File: src/rtl/ram_port_arbiter_pkg.sv
`default_nettype none
// ============================================================================
//  Module      : ram_port_arbiter_pkg
//  Description : Shared grid geometry and requester identities for the grid
//                RAM port arbiter and the blocks around it.
//  Contents    : GRID_DEPTH/GRID_W/GRID_H geometry constants and the port_e
//                requester enumeration (PORT_COMPUTE=0, PORT_HOST=1).
//  Revision    : 1.0 - initial release
// ============================================================================
package ram_port_arbiter_pkg;

    localparam int GRID_W     = 50;
    localparam int GRID_H     = 50;
    localparam int GRID_DEPTH = GRID_W * GRID_H;   // 2500 legal words

    // Requester identity; the value doubles as the port index.
    typedef enum logic {
        PORT_COMPUTE = 1'b0,
        PORT_HOST    = 1'b1
    } port_e;

endpackage : ram_port_arbiter_pkg
`default_nettype wire

File: src/rtl/ram_port_arbiter.sv
`default_nettype none
// ============================================================================
//  Module      : ram_port_arbiter
//  Description : Shares one single-port grid RAM (1-cycle read latency)
//                between the CFD compute engine (port 0) and the host
//                load/unload path (port 1). Round-robin grant with an
//                optional burst lock, valid/ready request handshake and one
//                response pulse per accepted access.
//  Ports       : clk, rst               - clock, synchronous active-high reset
//                reqN_valid/ready       - request handshake (N = 0, 1)
//                reqN_we/lock/addr/wdata- request attributes
//                rspN_valid/rdata/err   - response one cycle after acceptance
//                ram_addr/data_in/write_en/data_out - grid RAM interface
//  Revision    : 1.0 - initial release
// ============================================================================
module ram_port_arbiter
    import ram_port_arbiter_pkg::*;
#(
    parameter int DATA_WIDTH    = 16,
    parameter int ADDRESS_WIDTH = 12,
    parameter int DEPTH         = GRID_DEPTH
) (
    input  logic                     clk,
    input  logic                     rst,

    input  logic                     req0_valid,
    output logic                     req0_ready,
    input  logic                     req0_we,
    input  logic                     req0_lock,
    input  logic [ADDRESS_WIDTH-1:0] req0_addr,
    input  logic [DATA_WIDTH-1:0]    req0_wdata,
    output logic                     rsp0_valid,
    output logic [DATA_WIDTH-1:0]    rsp0_rdata,
    output logic                     rsp0_err,

    input  logic                     req1_valid,
    output logic                     req1_ready,
    input  logic                     req1_we,
    input  logic                     req1_lock,
    input  logic [ADDRESS_WIDTH-1:0] req1_addr,
    input  logic [DATA_WIDTH-1:0]    req1_wdata,
    output logic                     rsp1_valid,
    output logic [DATA_WIDTH-1:0]    rsp1_rdata,
    output logic                     rsp1_err,

    output logic [ADDRESS_WIDTH-1:0] ram_addr,
    output logic [DATA_WIDTH-1:0]    ram_data_in,
    output logic                     ram_write_en,
    input  logic [DATA_WIDTH-1:0]    ram_data_out
);

    // Arbitration state
    port_e prio_q, prio_d;              // port that wins a tie
    logic  lock_vld_q, lock_vld_d;      // a lock owner exists
    port_e lock_port_q, lock_port_d;    // which port owns the lock

    // Response pipeline (describes the access accepted last cycle)
    logic  rsp_pending_q, rsp_pending_d;
    port_e rsp_port_q, rsp_port_d;
    logic  rsp_err_q, rsp_err_d;

    logic [1:0]               w_valid;
    logic                     w_grant_vld;
    port_e                    w_grant_port;
    logic [ADDRESS_WIDTH-1:0] w_sel_addr;
    logic [DATA_WIDTH-1:0]    w_sel_wdata;
    logic                     w_sel_we;
    logic                     w_sel_lock;
    logic                     w_in_range;
    logic                     w_ram_go;
    logic                     w_rsp_live;

    assign w_valid = {req1_valid, req0_valid};

    // Grant: a live lock owner wins outright, a lone requester wins, and a
    // tie goes to the priority pointer.
    always_comb begin
        w_grant_vld  = 1'b0;
        w_grant_port = prio_q;
        if (lock_vld_q && w_valid[lock_port_q]) begin
            w_grant_vld  = 1'b1;
            w_grant_port = lock_port_q;
        end else if (req0_valid && !req1_valid) begin
            w_grant_vld  = 1'b1;
            w_grant_port = PORT_COMPUTE;
        end else if (req1_valid && !req0_valid) begin
            w_grant_vld  = 1'b1;
            w_grant_port = PORT_HOST;
        end else if (req0_valid && req1_valid) begin
            w_grant_vld  = 1'b1;
            w_grant_port = prio_q;
        end
    end

    assign req0_ready = w_grant_vld && (w_grant_port == PORT_COMPUTE);
    assign req1_ready = w_grant_vld && (w_grant_port == PORT_HOST);

    assign w_sel_addr  = (w_grant_port == PORT_HOST) ? req1_addr  : req0_addr;
    assign w_sel_wdata = (w_grant_port == PORT_HOST) ? req1_wdata : req0_wdata;
    assign w_sel_we    = (w_grant_port == PORT_HOST) ? req1_we    : req0_we;
    assign w_sel_lock  = (w_grant_port == PORT_HOST) ? req1_lock  : req0_lock;
    assign w_in_range  = (int'(w_sel_addr) < DEPTH);

    // Out-of-range or idle cycles park the RAM on a harmless read of word 0.
    assign w_ram_go     = w_grant_vld && w_in_range;
    assign ram_addr     = w_ram_go ? w_sel_addr  : '0;
    assign ram_data_in  = w_ram_go ? w_sel_wdata : '0;
    assign ram_write_en = w_ram_go && w_sel_we;

    always_comb begin
        prio_d        = prio_q;
        lock_vld_d    = lock_vld_q;
        lock_port_d   = lock_port_q;
        rsp_pending_d = w_grant_vld;
        rsp_port_d    = w_grant_port;
        rsp_err_d     = w_grant_vld && !w_in_range;
        if (w_grant_vld) begin
            prio_d      = (w_grant_port == PORT_COMPUTE) ? PORT_HOST : PORT_COMPUTE;
            lock_vld_d  = w_sel_lock;
            lock_port_d = w_grant_port;
        end else if (lock_vld_q && !w_valid[lock_port_q]) begin
            // Owner went idle: release so the other port is not starved.
            lock_vld_d = 1'b0;
        end
    end

    always_ff @(posedge clk) begin
        if (rst) begin
            prio_q        <= PORT_COMPUTE;
            lock_vld_q    <= 1'b0;
            lock_port_q   <= PORT_COMPUTE;
            rsp_pending_q <= 1'b0;
            rsp_port_q    <= PORT_COMPUTE;
            rsp_err_q     <= 1'b0;
        end else begin
            prio_q        <= prio_d;
            lock_vld_q    <= lock_vld_d;
            lock_port_q   <= lock_port_d;
            rsp_pending_q <= rsp_pending_d;
            rsp_port_q    <= rsp_port_d;
            rsp_err_q     <= rsp_err_d;
        end
    end

    // The RAM output register already holds the access result in the
    // response cycle, so the data path is steered from it directly. Reset
    // suppresses a response whose access was accepted just before reset.
    assign w_rsp_live = rsp_pending_q && !rst;
    assign rsp0_valid = w_rsp_live && (rsp_port_q == PORT_COMPUTE);
    assign rsp1_valid = w_rsp_live && (rsp_port_q == PORT_HOST);
    assign rsp0_err   = rsp0_valid && rsp_err_q;
    assign rsp1_err   = rsp1_valid && rsp_err_q;
    assign rsp0_rdata = (rsp0_valid && !rsp_err_q) ? ram_data_out : '0;
    assign rsp1_rdata = (rsp1_valid && !rsp_err_q) ? ram_data_out : '0;

endmodule : ram_port_arbiter
`default_nettype wire
File: config.mk
export PLATFORM = sky130hd
export DESIGN_NAME = ram_port_arbiter
export DESIGN_NICKNAME = d
export VERILOG_FILES = /design/src/rtl/ram_port_arbiter_pkg.sv /design/src/rtl/ram_port_arbiter.sv
export SDC_FILE = /design/constraint.sdc
export NUM_CORES = 1
export LEC_CHECK = 0
export BUFFER_PORTS_ARGS = -buffer_cell sky130_fd_sc_hd__buf_4
export CORE_MARGIN = 4
export CORE_UTILIZATION = 31
export CTS_CLUSTER_SIZE = 28
export DETAILED_ROUTE_END_ITERATION = 12
export PLACE_DENSITY = 0.93
export SETUP_SLACK_MARGIN = 0.05
export SYNTH_ARGS = -nofsm -noshare
export SYNTH_HDL_FRONTEND = slang
export SYNTH_SLANG_ARGS = --single-unit
File: constraint.sdc
create_clock -name clk -period 4.2 [get_ports clk]
set_clock_uncertainty 0.1 [all_clocks]
set_input_delay 0.42 -clock clk [delete_from_list [all_inputs] [get_ports clk]]
set_output_delay 0.42 -clock clk [all_outputs]
set_load 0.03 [all_outputs]
======== Word-level counts from Yosys, hierarchy flattened ========
Index checks and enable logic that the tools add are counted.
operators by class
  order comparisons ....................... 2
  reduce and logical (&&, ||, !) cells .... 24
  multiplexer cells ....................... 20
  bitwise operators ....................... 2
operators by type and width
  cell                  number
  $mux 16               4
  $mux 12               2
  $logic_and 1x1->1     17
  $mux 1                14
  $lt 12x12->1 const B  1
  $logic_not 1->1       6
  $lt 1x2->1 const B    1
  $not 1->1             2
  $reduce_bool 2->1     1
word-level totals
  logic and storage cells ................. 54
  input port bits ......................... 80
  flip-flop bits (word level) ............. 6
  output and inout port bits .............. 67

======== Depth between registers and ports, before layout ========
  word-level depth ........................ 9
  mapped depth ............................ 5
  gate-level depth less buffers ........... 4

======== Worst setup path before layout ========
OpenSTA, ideal clock, no wires.
  kind .................................... input -> output
  start point ............................. input port rst
  end point ............................... output port rsp0_rdata[10]
  setup slack ............................. 1.630 ns
  data arrival time ....................... 2.050 ns
  stages .................................. 4
  cells stage by stage .................... nor3b_1 and2b_1 clkbuf_1 and2_1
between the ends
  longest elaborated chain between the ends .. 5
ends and longest elaborated chain
  item               RTL line                 source
  from (decl)        ram_port_arbiter.sv:24   input logic rst,
  $logic_not 1->1    ram_port_arbiter.sv:148  assign w_rsp_live = rsp_pending_q && !rst;
  $logic_and 1x1->1  ram_port_arbiter.sv:148
  $logic_and 1x1->1  ram_port_arbiter.sv:149  assign rsp0_valid = w_rsp_live && (rsp_port_q == PORT_COMPUTE);
  $logic_and 1x1->1  ram_port_arbiter.sv:153  assign rsp0_rdata = (rsp0_valid && !rsp_err_q) ? ram_data_out : '0;
  $mux 16            ram_port_arbiter.sv:153
  to (decl)          ram_port_arbiter.sv:33   output logic [DATA_WIDTH-1:0] rsp0_rdata,
No other way between the ends.

======== Worst setup path in the final report ========
  start point ............................. input port req1_addr[5]
  end point ............................... output port ram_addr[4]
between the ends
  longest elaborated chain between the ends .. 4
ends and longest elaborated chain
  item               RTL line                 source
  from (decl)        ram_port_arbiter.sv:40   input logic [ADDRESS_WIDTH-1:0] req1_addr,
  $mux 12            ram_port_arbiter.sv:98   assign w_sel_addr = (w_grant_port == PORT_HOST) ? req1_addr : req0_addr;
  $lt 12x12->1       ram_port_arbiter.sv:102  assign w_in_range = (int'(w_sel_addr) < DEPTH);
  $logic_and 1x1->1  ram_port_arbiter.sv:105  assign w_ram_go = w_grant_vld && w_in_range;
  $mux 12            ram_port_arbiter.sv:106  assign ram_addr = w_ram_go ? w_sel_addr : '0;
  to (decl)          ram_port_arbiter.sv:46   output logic [ADDRESS_WIDTH-1:0] ram_addr,
No other way between the ends.

==> load_flow_metrics.sql <==
INSERT INTO impl_metrics (metric_group, metric, value, unit) VALUES
('final_layout', 'layout-area-overhead-vs-synth', '116', '%'),
('clock_tree', 'cts-root-buf', 'clkbuf_4', ''),
('critical_path', 'cp.arrival', '2.13', 'ns'),
('critical_path', 'crit_start', 'req1_addr[5]', ''),
('place', 'placement.io_buffers', '146', ''),
('job', 'drv.max_cap_violation_count', '0', ''),
('global_route', 'first_pass_grt_wire_length', '7200', 'um'),
('route', 'detail_route.drc_violations', '0', ''),
('clock_tree', 'cts_repair_resize_count', '0', ''),
('global_route', 'grt_overflow', '0', ''),
('sta', 'timing_worst_slew_pin_value', '0.765', 'ns'),
('floorplan', 'initial_core_util', '33.5', '%'),
('route', 'drt_first_pass_iters', '6', ''),
('sta', 'worst_hold_slack', '0.279', 'ns'),
('synthesis', 'synth.cell_area', '956', 'um^2'),
('synthesis', 'synthesis.yosys.warnings', '0', ''),
('route', 'antenna_violating_nets_post_route', '0', ''),
('clock_tree', 'postCtsSetupRepairBufs', '0', ''),
('power_and_ir_drop', 'power.static_leakage', '0.00111', 'uW'),
('synthesis', 'seq_area_frac_synth', '12.6', '%'),
('sta', 'fmax', '0.378', 'GHz'),
('critical_path', 'r2r.worst_path.cells', '4', ''),
('global_route', 'grt_start_max_net_pins', '27', ''),
('route', 'drt_iter0_drc', '64', ''),
('sta', 'timing.max_slew.rel_slack', '48.9', '%'),
('critical_path', 'cp_data_required_time', '3.68', 'ns'),
('sta', 'hold_violation_count_in_the_final_report', '0', ''),
('clock_tree', 'clock_path_buffers', '2', ''),
('worst_hold_path', 'worstHoldStart', 'rst', ''),
('floorplan', 'std_cell_rows', '19', ''),
('clock_tree', 'h-tree-depth', '1', ''),
('global_route', 'grt_antenna_before_repair', '0', ''),
('synthesis', 'ys_seq_elements', '6', ''),
('critical_path', 'path_common_cell', 'buf_4', ''),
('final_layout', 'antenna_cells', '0', ''),
('synthesis', 'yosysUniqueCellTypes', '34', ''),
('status', 'run_status', 'completed', ''),
('power_and_ir_drop', 'vdd.ir_drop.worst', '108', 'uV'),
('final_layout', 'n_fill_cell', '252', ''),
('sta', 'min_period', '2.65', 'ns'),
('sta', 'setup_repair_after_global_routing_missed_its_margin', 'no', ''),
('final_layout', 'finalInstanceArea', '2060', 'um^2'),
('critical_path', 'r2r_setup_slack', '2.72', 'ns'),
('floorplan', 'die_x', '63.5', 'um'),
('clock_tree', 'clock_transition_time_at_the_flip_flop_clock_pins_of_the_worst_setup_and_hold_paths', '0.04', 'ns'),
('critical_path', 'crit_type', 'input port to output pin', ''),
('global_route', 'grt_usage', '21.9', '%'),
('route', 'dr_vias_cell', '5.14', ''),
('clock_tree', 'cts_inserted_buffers', '3', ''),
('worst_hold_path', 'worstHoldPathCells', '2', ''),
('clock_tree', 'clock_latency', '0.24', 'ns'),
('sta', 'setup-tns-final', '0', 'ns'),
('floorplan', 'ios', '147', ''),
('place', 'detailed_place_hpwl', '4150', 'um'),
('critical_path', 'crit_path_top_delay_cell', 'a21oi_4', ''),
('floorplan', 'die-area', '4040', 'um^2'),
('critical_path', 'worstReg2RegStart', 'lock_vld_q', ''),
('sta', 'final.period_utilization', '63.0', '%'),
('final_layout', 'layout-drive-gt1-share', '58.6', '%'),
('sta', 'slew_viol_final', '0', ''),
('worst_hold_path', 'hold_path_class', 'input port to register', ''),
('power_and_ir_drop', 'power_density', '180', 'nW/um^2'),
('clock_tree', 'number_of_sinks_driven_by_the_clock_tree', '6', ''),
('power_and_ir_drop', 'power.total', '372', 'uW'),
('global_route', 'via_count_of_the_first_global_routing_pass', '1490', ''),
('synthesis', 'synthesis.instances', '124', ''),
('place', 'final_weighted_congestion_in_routability_driven_placement', '0.778', ''),
('final_layout', 'finish.net_count', '348', ''),
('critical_path', 'cp_max_fo', '26', ''),
('place', 'preCtsSetupSlack', '1.56', 'ns'),
('route', 'wirelength', '4700', 'um');
flip-flops by register name (all words and copies together) (netlist names):
register / count
lock_vld_q: 1
prio_q: 1
rsp_pending_q: 1
rsp_port_q: 1
rsp_err_q: 1
lock_port_q: 1
worst max-delay path, delay by kind of cell:
kind,cells,cell delay (ns)
simple gates,1,0.40
buf+inv,2,0.28
compound gates,3,1.02
metrics by stage:
step	cells	util, %
6_report	297	72.4
4_1_cts	297	72.4
3_3_place_gp	294	71.6
3_5_place_dp	294	71.6
2_1_floorplan	124	-
5_1_grt	297	72.4
cells in the final DEF (no fill, tap or decap), drive strengths merged:
cell,n
or4,1
nor4,2
and3b,1
mux2,1
nor3b,1
o21ai,7
a21boi,4
and2,34
nor2b,4
a21oi,6
nand3,2
o211ai,2
o21a,1
buf,146
or4b,2
nor3,2
nor2,6
clkbuf,3
nand2,2
o21bai,1
nand3b,1
a22o,26
and2b,1
inv,3
nand4b,1
dfxtp,6
logic make-up (layout without fill, tap and decap cells):
logic type	Yosys count	in the layout	synth area share [%]
AND/OR/NAND/NOR	60	60	39.1
AO/OA/AOI/OAI	47	47	40.4
buffers and inverters	10	152	6.28
flip-flops	6	6	12.6
multiplexers	1	1	1.57
power by group:
group / leakage, uW / switching [uW] / internal, uW
Combinational: 0.00105 / 135 / 120
Clock: 0.0000138 / 19.6 / 32.2
Sequential: 0.0000498 / 2.99 / 61.4
synth_stat cells, drive strengths merged:
cell,n,area [um^2]
dfxtp,6,120
nor3b,1,7.51
buf,4,37.5
o21ai,7,42.5
nor4,2,18.8
nand2,2,7.51
nor2b,4,25.0
o211ai,2,15.0
and2b,1,7.51
nand4b,1,8.76
and2,34,213
nand3,2,10.0
a21boi,4,41.3
o21a,1,7.51
mux2,1,15.0
or4b,2,20.0
clkbuf,3,11.3
a21oi,6,45.1
a22o,26,228
inv,3,11.3
nand3b,1,7.51
o21bai,1,7.51
nor3,2,10.0
and3b,1,8.76
or4,1,7.51
nor2,6,22.5
how the worst max path moves through the flow:
stage,end,cells after the start
floorplan,rsp0_rdata[10],4
global placement,ram_addr[4],6
detailed placement,ram_addr[4],6
CTS,ram_addr[4],6
global route,ram_addr[0],6
finish,ram_addr[4],6
layout make-up:
| cell class | instances | area [um^2] | share of cell area, % |
|---|---|---|---|
| timing repair buffer | 146 | 1100 | 53.1 |
| multi-input combinational | 108 | 776 | 37.6 |
| sequential | 6 | 120 | 5.82 |
| tap | 31 | 38.8 | 1.88 |
| clock buffer | 3 | 22.5 | 1.09 |
| inverter | 3 | 11.3 | 0.545 |
metal layers:
| metal | up-vias | global-route usage, % | wire length [um] |
|---|---|---|---|
| li1 | 741 | - | - |
| met1 | 679 | 22.9 | 1660 |
| met2 | 99 | 41.9 | 2470 |
| met3 | 8 | 5.51 | 474 |
| met4 | 0 | 7.28 | 99 |
| met5 | - | 0 | 0 |
Note: power is estimated with default switching activity, not from simulation.
